File: src/rtl/display_scanner.sv
// Time-multiplexed driver for a four-digit active-low seven-segment display.
// Latches all four digit codes once per frame and scans them with a blanking gap per slot.
module display_scanner #(
  parameter int DWELL_CYCLES = 50000,
  parameter int BLANK_CYCLES = 500
) (
  input  logic       clk,
  input  logic       rst,
  input  logic [7:0] display0,
  input  logic [7:0] display1,
  input  logic [7:0] display2,
  input  logic [7:0] display3,
  input  logic       lamp_test,
  output logic [7:0] segments,
  output logic [3:0] anodes,
  output logic       frame_start
);

  localparam int CW = (DWELL_CYCLES > 2) ? $clog2(DWELL_CYCLES) : 1;
  localparam logic [CW-1:0] CNT_LAST = CW'(DWELL_CYCLES - 1);
  localparam logic [CW-1:0] CNT_BLANK = CW'(BLANK_CYCLES);

  logic [CW-1:0] cnt;
  logic [1:0]    idx;
  logic [7:0]    frame [4];
  logic          capture;
  logic          blanking;

  assign capture  = (cnt == '0) && (idx == 2'd0);
  assign blanking = (cnt < CNT_BLANK);

  always_ff @(posedge clk or negedge rst) begin
    if (!rst) begin
      cnt <= '0;
      idx <= 2'd0;
    end else if (cnt == CNT_LAST) begin
      cnt <= '0;
      idx <= idx + 2'd1;
    end else begin
      cnt <= cnt + 1'b1;
    end
  end

  // All four codes are captured together so a mid-scan change never tears a frame.
  always_ff @(posedge clk or negedge rst) begin
    if (!rst) begin
      frame[0]    <= 8'hFF;
      frame[1]    <= 8'hFF;
      frame[2]    <= 8'hFF;
      frame[3]    <= 8'hFF;
      frame_start <= 1'b0;
    end else begin
      frame_start <= capture;
      if (capture) begin
        frame[0] <= display0;
        frame[1] <= display1;
        frame[2] <= display2;
        frame[3] <= display3;
      end
    end
  end

  // Outputs are registered from the slot phase seen at this edge; lamp_test only overrides segments.
  always_ff @(posedge clk or negedge rst) begin
    if (!rst) begin
      anodes   <= 4'hF;
      segments <= 8'hFF;
    end else if (blanking) begin
      anodes   <= 4'hF;
      segments <= 8'hFF;
    end else begin
      anodes   <= ~(4'b0001 << idx);
      segments <= lamp_test ? 8'h00 : frame[idx];
    end
  end

endmodule

File: config.mk
export PLATFORM = sky130hd
export DESIGN_NAME = display_scanner
export DESIGN_NICKNAME = d
export VERILOG_FILES = /design/src/rtl/display_scanner.sv
export SDC_FILE = /design/constraint.sdc
export NUM_CORES = 1
export LEC_CHECK = 0
export BUFFER_PORTS_ARGS = -buffer_cell sky130_fd_sc_hd__clkbuf_2
export CORE_UTILIZATION = 45
export DETAILED_ROUTE_END_ITERATION = 6
export PLACE_DENSITY = 0.66
export SLEW_MARGIN = 20
export SYNTH_ARGS = -nofsm -noshare
export SYNTH_HDL_FRONTEND = slang
export SYNTH_SLANG_ARGS = --single-unit
File: constraint.sdc
create_clock -name clk -period 2.7 [get_ports clk]
set_input_delay 0.27 -clock clk [delete_from_list [all_inputs] [get_ports clk]]
set_output_delay 0.27 -clock clk [all_outputs]
set_load 0.01 [all_outputs]
==> flow_summary.json, run 1 <==
{
  "grt_pass1_wl_um": 8220,
  "grt_pass1_vias": 1742,
  "die_h_um": 80.5,
  "post_cts_buffers": 0,
  "syn-cell-area_sq_um": 2770,
  "relSlewSlack_pct": 49.3,
  "hold_path.class": "in2async",
  "status": "finished clean",
  "synth_edf_count": 0,
  "crit_path_top_delay_cell": "or4_1",
  "ys.warnings.count": 0,
  "synth_most_common_cell": "dfstp_2",
  "crit_path_start_kind": "register",
  "fin_setup_tns_ns": 0,
  "dp_hpwl_um": 3250,
  "path_class": "reg2reg",
  "clkSinkCount": 63,
  "clockBufferDepth": 2,
  "peakVddDrop_mv": 0.310,
  "grt_setup_unrepaired": "false",
  "pin_count": 48,
  "reg2reg_setup_slack_ns": 0.24,
  "synthFlopType": "dfstp_2",
  "areaGrowthSynthToFinish_pct": 18.1,
  "finalCritPeriodShare_pct": 91.2,
  "antenna_found_initial": 0,
  "synth-async-reset-ratio_pct": 100,
  "dieWidth_um": 80.5,
  "cts_resized": 0,
  "grt_max_degree": 64,
  "crit_chain": "or4_1 -> or4_4 -> nor4b_4 -> buf_12 -> mux2_2",
  "drtIter0Drc": 73,
  "final_hold_viol_count": 0,
  "required_ns": 2.97,
  "start_util_pct": 46.8,
  "cp.arrival_ns": 2.73,
  "gr-total-overflow": 0,
  "leakage_uw": 0.00142,
  "crit_fanout": 33,
  "yosysSeqAreaShare_pct": 58.9,
  "fmax_mhz": 406,
  "ys_ff_latch": 63,
  "synthCells": 198,
  "final_nets": 295,
  "postCtsHoldBufs": 0,
  "drv_slew": 0,
  "synthTopCellsByArea": "dfstp_2 42%, dfrtp_1 17%, mux2_2 13%",
  "ant_nets": 0,
  "synth_nets": 239,
  "setup_violations": 0,
  "cts_made_buffers": 9,
  "antennaDiodeCount": 0,
  "insertion_delay_ns": 0.34,
  "powerDensity_nw_per_um2": 550,
  "clkTransAtPathRegs_ns": 0.07,
  "vias": 1658,
  "routed_wirelength_um": 4770,
  "synthTopCellsByCount": "44 x dfstp_2, 33 x mux2_2, 19 x dfrtp_1",
  "synth_top_area_share_pct": 41.7,
  "placed_cells": 318,
  "layout-drive-gt1-share_pct": 59.8,
  "avgSynthCellArea_sq_um": 14.0,
  "critPathMaxStageDelay_ns": 0.56,
  "routedWlPerCell_um": 14.3,
  "drc": 0,
  "drtPass1Iterations": 4,
  "grt.total_usage_pct": 17.7,
  "vias_per_cell": 4.96,
  "synth_cell_types": 23,
  "row_count": 28,
  "finalClockSkew_ns": 0.00894,
  "instances_no_fill": 334,
  "synth.largest_area_cell": "dfstp_2",
  "core_area_sq_um": 5920,
  "die-area_sq_um": 6470,
  "h-tree-depth": 3,
  "worstMarginPinSlew_ns": 0.761,
  "end_kind": "register",
  "fin_crit_ns": 2.46,
  "root_buffer": "clkbuf_8",
  "cap_violations": 0,
  "port_buffers": 47,
  "cts_tree": "built",
  "place_congestion": 0.729
}
layer usage:
metal,vias to the layer above,part of all wire [%],track usage [%]
li1,799,-,-
met1,815,45,21.5
met2,34,47,27.4
met3,10,5.8,7.73
met4,0,1.9,7.50
met5,-,0,0
per-stage QoR:
stage,setup slack (ns),instance area (sq um),total power (uW),hold WS [ns],util (%)
finish,0.237,3270,1800,0.0898,55.3
global route,0.144,3270,1880,0.145,55.3
CTS,0.236,3270,1830,0.100,55.3
detailed placement,0.247,3100,1100,0.482,52.3
global placement,0.286,3100,1090,0.475,52.3
floorplan,0.272,2770,1040,-0.0256,-
cell usage in the layout (no fill, tap or decap):
master    count
xor2_1        6
clkbuf_2     47
nand3_1       7
or4_4         1
clkinv_4      1
nand4_1       4
dfstp_2      44
xnor2_1       9
buf_4         4
buf_12        1
nor4_1        4
or3b_2        1
clkinv_2      2
dfrtp_1      19
clkbuf_8     10
nor4b_4       1
mux2_2       33
inv_1        14
or4_1         1
nor2b_1       1
inv_4         2
nor3_1        4
nor2_1       13
mux4_2        8
o21ai_0       8
clkbuf_1      1
nand2_1       7
ha_1          6
registers in the layout, summed over array words and instances, names as in the netlist:
name / flops
frame: 32
cnt: 16
segments: 8
anodes: 4
frame_start: 1
idx: 2
critical path: cells and delay by family (launching register included):
family	cells	cell delay, ns
multiplexers	1	0.36
AND/OR/NAND/NOR	3	1.33
buffers and inverters	1	0.24
flip-flops	1	0.43
kinds of logic after synthesis:
kind of cell	after synthesis	share of synthesized area, %
flip-flops	63	58.9
adder cells (fa/ha/maj)	6	2.71
XOR/XNOR	15	4.74
multiplexers	41	19.9
AND/OR/NAND/NOR	44	8.58
buffers and inverters	21	3.70
AO/OA/AOI/OAI	8	1.45
worst paths after layout:
check | from | to | depth (start not counted)
max in group asynchronous | rst | cnt[3] | 2
min in group clk | display2[2] | frame[10] | 2
min reg2reg | cnt[13] | cnt[13] | 1
min | rst | idx[0] | 2
max | cnt[10] | frame[31] | 5
max reg2reg | cnt[10] | frame[31] | 5
cell type report:
class | count | area [sq um]
clock buffer | 11 | 141
clock inverter | 5 | 31.3
fill | 510 | 2650
inverter | 14 | 52.6
multi-input combinational | 114 | 1040
sequential | 63 | 1630
tap | 75 | 93.8
timing repair buffer | 52 | 285
power breakdown:
part	internal (uW)	leakage (uW)	switching, uW
Clock	357	0.0000939	363
Combinational	44.2	0.000615	35.1
Sequential	989	0.000714	12.2
Total	1390	0.00142	410
Note: power is estimated with default switching activity, not from simulation.
==> run 2, diff against run 1 <==
Settings changed: CORE_MARGIN set to 10.
==> flow_summary.json, run 2 (synthesized netlist as in run 1, its figures left out) <==
{
  "hold_path.class": "in2reg",
  "fin_setup_tns_ns": 0,
  "post_cts_buffers": 0,
  "placed_cells": 318,
  "setup_violations": 0,
  "fillers": 508,
  "combPwrFrac_pct": 4.1,
  "largest_reg_flops": 32,
  "startpoint": "cnt[10]",
  "powerDensity_nw_per_um2": 591,
  "postCtsHoldBufs": 1,
  "routedWlPerCell_um": 15.6,
  "port_buffers": 47,
  "status": "finished clean",
  "final_hold_viol_count": 0,
  "grt_pass1_wl_um": 9040,
  "die-area_sq_um": 9690,
  "p_int_uw": 1570,
  "holdPathStages": 2,
  "power_switching_uw": 407,
  "worstReg2RegStart": "cnt[10]",
  "multi_input_area_sq_um": 1040,
  "root_buffer": "clkbuf_8",
  "largestRegisters": "frame x32, cnt x16, segments x8",
  "clkSinkCount": 63,
  "hold-path-endpoint": "frame[27]",
  "peakVddDrop_mv": 0.281,
  "layout_common_cells": "47 x clkbuf_2, 44 x dfstp_2, 33 x mux2_2, 19 x dfrtp_1, 14 x inv_1",
  "grt_pass1_vias": 1876,
  "reg2reg_setup_slack_ns": 0.25,
  "ant_nets": 0,
  "routed_wirelength_um": 5220,
  "pin_count": 48,
  "end_kind": "register",
  "drtIter0Drc": 42,
  "r2r-end": "frame[22]",
  "crit_fanout": 33,
  "vias_per_cell": 5.01,
  "areaGrowthSynthToFinish_pct": 20.4,
  "finalClockSkew_ns": 0.00759,
  "insertion_delay_ns": 0.34,
  "power_frac_seq_pct": 50.7,
  "antennaDiodeCount": 0,
  "path_class": "reg2reg",
  "finalCritPeriodShare_pct": 90.7,
  "antenna_found_initial": 0,
  "cts_tree": "built",
  "final_nets": 296,
  "instances_no_fill": 335,
  "die_h_um": 98.5,
  "clkTransAtPathRegs_ns": 0.07,
  "finish.utilization_pct": 56.0,
  "worstMarginPinSlew_ns": 0.502,
  "p_clk_share_pct": 45.2,
  "relSlewSlack_pct": 66.6,
  "dp_hpwl_um": 3820,
  "drv_slew": 0,
  "h-tree-depth": 3,
  "hp-start": "display0[3]",
  "swShare_pct": 20.6,
  "core_area_sq_um": 5960,
  "cp.arrival_ns": 2.71,
  "cap_violations": 0,
  "row_count": 28,
  "leakage_uw": 0.00144,
  "fmax_mhz": 409,
  "grt_max_degree": 37,
  "final_common_cell": "clkbuf_2",
  "cts_resized": 0,
  "clockBufferDepth": 2,
  "crit_path_start_kind": "register",
  "grt.total_usage_pct": 11.5,
  "fin_crit_ns": 2.45,
  "required_ns": 2.96,
  "start_util_pct": 46.5,
  "regMostFlops": "frame",
  "r2r_cells": 5,
  "dieWidth_um": 98.5,
  "drc": 0,
  "cts_made_buffers": 9,
  "regArea_sq_um": 1630,
  "gr-total-overflow": 0,
  "vias": 1679,
  "layout-drive-gt1-share_pct": 60.0,
  "drtPass1Iterations": 5,
  "place_congestion": 0.793,
  "grt_setup_unrepaired": "false"
}
==> run 2: cell count changes in the layout (fill, tap and decap cells not counted), sizes merged <==
cell         previous run  this run
clkinvlp                0         2
dlygate4sd3             0         1
bufinv                  0         1
inv                    16        14
clkinv                  3         1
clkbuf                 58        59
==> run 2: worst max path at each step <==
stage / to
final: frame[22]
after detailed placement: frame[19]
after global placement: frame[24]
after CTS: frame[22]
after global routing: frame[22]
after floorplan: frame[0]
==> run 2: final cells by class <==
class                           count  area share, %
Inverter                           14           1.58
Timing Repair Buffer               53           8.85
Clock inverter                      4           1.50
Sequential cell                    63           48.9
Tap cell                           75           2.81
Multi-Input combinational cell    114           31.1
Clock buffer                       12           5.29
==> run 2: per-layer routing <==
| layer | share of wire [%] | vias to the layer above | GRT usage [%] | routed length, um |
|---|---|---|---|---|
| met4 | 1.9 | 0 | 5.62 | 97 |
| li1 | - | 793 | - | - |
| met5 | 0 | - | 0 | 0 |
| met3 | 6.6 | 10 | 4.54 | 343 |
| met2 | 46 | 40 | 17.3 | 2420 |
| met1 | 45 | 836 | 14.1 | 2350 |
==> run 2: power by group through the flow <==
stage	sequential, uW	clock [uW]	combinational, uW
finish	1000	891	81.0
global route	1000	961	91.5
CTS	1000	910	83.6
detailed placement	1020	0	82.1
global placement	1010	0	80.7
floorplan	1010	0	32.8
==> run 2: through the flow <==
stage	instance area [sq um]	total power, uW	setup WS (ns)	hold slack, ns
2_1_floorplan	2770	1040	0.272	-0.0256
3_3_place_gp	3100	1100	0.279	0.0916
3_5_place_dp	3100	1100	0.268	0.0951
4_1_cts	3340	2000	0.246	0.149
5_1_grt	3340	2060	0.144	0.149
6_report	3340	1970	0.252	0.161
==> run 2: worst max-delay path, stage by stage, from the launching register on <==
cell and delay, ns:
dfrtp_1 0.43, or4_1 0.55, or4_4 0.45, nor4b_4 0.31, buf_12 0.24, mux2_2 0.36
==> run 3, diff against run 2 <==
Settings changed: CORE_UTILIZATION 45 to 50, PLACE_DENSITY 0.66 to 0.77.
Clock period 2.7 ns to 2.5 ns, I/O delays scaled along.
==> flow_summary.json, run 3 (synthesized netlist as in run 1, its figures left out) <==
{
  "reg2reg_setup_slack_ns": 0.11,
  "layout_common_cells": "47 x clkbuf_2, 44 x dfstp_2, 33 x mux2_2, 19 x dfrtp_1, 14 x inv_1",
  "regMostFlops": "frame",
  "drtIter0Drc": 92,
  "r2r-end": "frame[23]",
  "routedWlPerCell_um": 15.9,
  "regArea_sq_um": 1630,
  "die_h_um": 94.4,
  "insertion_delay_ns": 0.33,
  "crit_path_start_kind": "register",
  "root_buffer": "clkbuf_8",
  "p_int_uw": 1690,
  "required_ns": 2.75,
  "drv_slew": 0,
  "swShare_pct": 19.7,
  "path_class": "reg2reg",
  "r2r_cells": 6,
  "cp.arrival_ns": 2.65,
  "hp-start": "display3[3]",
  "antenna_found_initial": 0,
  "power_frac_seq_pct": 51.3,
  "areaGrowthSynthToFinish_pct": 22.0,
  "hold_path.class": "in2reg",
  "ant_nets": 0,
  "grt_setup_unrepaired": "false",
  "clockBufferDepth": 2,
  "power_switching_uw": 416,
  "leakage_uw": 0.00148,
  "holdWs_ns": 0.151,
  "grt.total_usage_pct": 13.2,
  "clkTransAtPathRegs_ns": 0.07,
  "worst_slack_ns": 0.107,
  "h-tree-depth": 3,
  "drc": 0,
  "largest_reg_flops": 32,
  "final_common_cell": "clkbuf_2",
  "final_nets": 301,
  "combPwrFrac_pct": 4.2,
  "place_congestion": 0.828,
  "worstReg2RegStart": "cnt[10]",
  "dieWidth_um": 94.4,
  "finish.instance_area_sq_um": 3380,
  "drtPass1Iterations": 4,
  "cts_made_buffers": 9,
  "worstMarginPinSlew_ns": 0.392,
  "antennaDiodeCount": 0,
  "placed_area_sq_um": 3120,
  "vias": 1707,
  "clkSinkCount": 63,
  "grt_pass1_wl_um": 9210,
  "final_hold_viol_count": 0,
  "end_kind": "register",
  "fillers": 432,
  "powerDensity_nw_per_um2": 624,
  "setup_violations": 0,
  "die-area_sq_um": 8920,
  "p_clk_share_pct": 44.5,
  "pin_count": 48,
  "finish.utilization_pct": 62.1,
  "relSlewSlack_pct": 73.9,
  "layout-drive-gt1-share_pct": 60.0,
  "gr-total-overflow": 0,
  "status": "finished clean",
  "cts_tree": "built",
  "start_util_pct": 50.9,
  "crit_fanout": 17,
  "fmax_mhz": 418,
  "peakVddDrop_mv": 0.394,
  "grt_pass1_vias": 1950,
  "row_count": 27,
  "finalCritPeriodShare_pct": 95.7,
  "core_area_sq_um": 5440,
  "largestRegisters": "frame x32, cnt x16, segments x8",
  "dp_hpwl_um": 3870,
  "cap_violations": 0,
  "cts_resized": 0,
  "startpoint": "cnt[10]",
  "fin_setup_tns_ns": 0,
  "hold-path-endpoint": "frame[3]",
  "port_buffers": 47,
  "finalClockSkew_ns": 0.00779,
  "fin_crit_ns": 2.39,
  "dp_slack_ns": 0.101,
  "multi_input_area_sq_um": 1040,
  "grt_max_degree": 34,
  "vias_per_cell": 5.07,
  "holdPathStages": 2,
  "routed_wirelength_um": 5360
}
==> run 3: changes by cell type in the layout (fill, tap and decap cells not counted), sizes merged <==
cell	delta
buf	+4
clkbuf	+3
clkinvlp	-2
==> run 3: how the worst max path moves through the flow <==
stage | to | depth (start not counted)
after floorplan | frame[0] | 5
final | frame[23] | 6
after global routing | frame[23] | 6
after global placement | frame[16] | 5
after detailed placement | frame[23] | 5
after CTS | frame[23] | 5
==> run 3: power by group through the flow <==
stage          sequential, uW  combinational, uW  clock, uW
3_3_place_gp             1100               86.2          0
2_1_floorplan            1090               35.4          0
3_5_place_dp             1100               88.8          0
6_report                 1080               88.1        939
4_1_cts                  1080               90.3        956
5_1_grt                  1080               99.8       1020
==> run 3: repair_timing <==
action / CTS / global route
endpoints found under the setup margin: 0 / 19
endpoints found under the hold margin: 19 / 0
hold buffers: 1 / 0
buffers inserted: 0 / 1
==> run 3: area by class of cell <==
cell class | count | share of cell area [%]
Clock buffer | 14 | 5.44
Clock inverter | 2 | 1.04
Inverter | 14 | 1.55
Multi-Input combinational cell | 114 | 30.7
Sequential cell | 63 | 48.3
Tap cell | 72 | 2.67
Timing Repair Buffer | 58 | 10.4
==> run 3: routing by layer <==
layer,share of wire (%),up-vias,global-route usage (%)
li1,-,810,-
met1,43,844,15.1
met2,50,41,21.8
met3,4.5,12,3.89
met4,2.6,0,7.34
met5,0,-,0
==> run 3: critical path, stage by stage, from the launching register on <==
cell	delay [ns]
dfrtp_1	0.38
or4_1	0.57
or4_4	0.46
nor4b_4	0.21
buf_4	0.18
buf_12	0.16
mux2_2	0.35
==> run 3: per-stage QoR <==
stage / total power [uW] / std cells
after global placement: 1180 / 318
after global routing: 2200 / 337
after detailed placement: 1190 / 318
after floorplan: 1130 / 198
final: 2110 / 337
after CTS: 2130 / 335
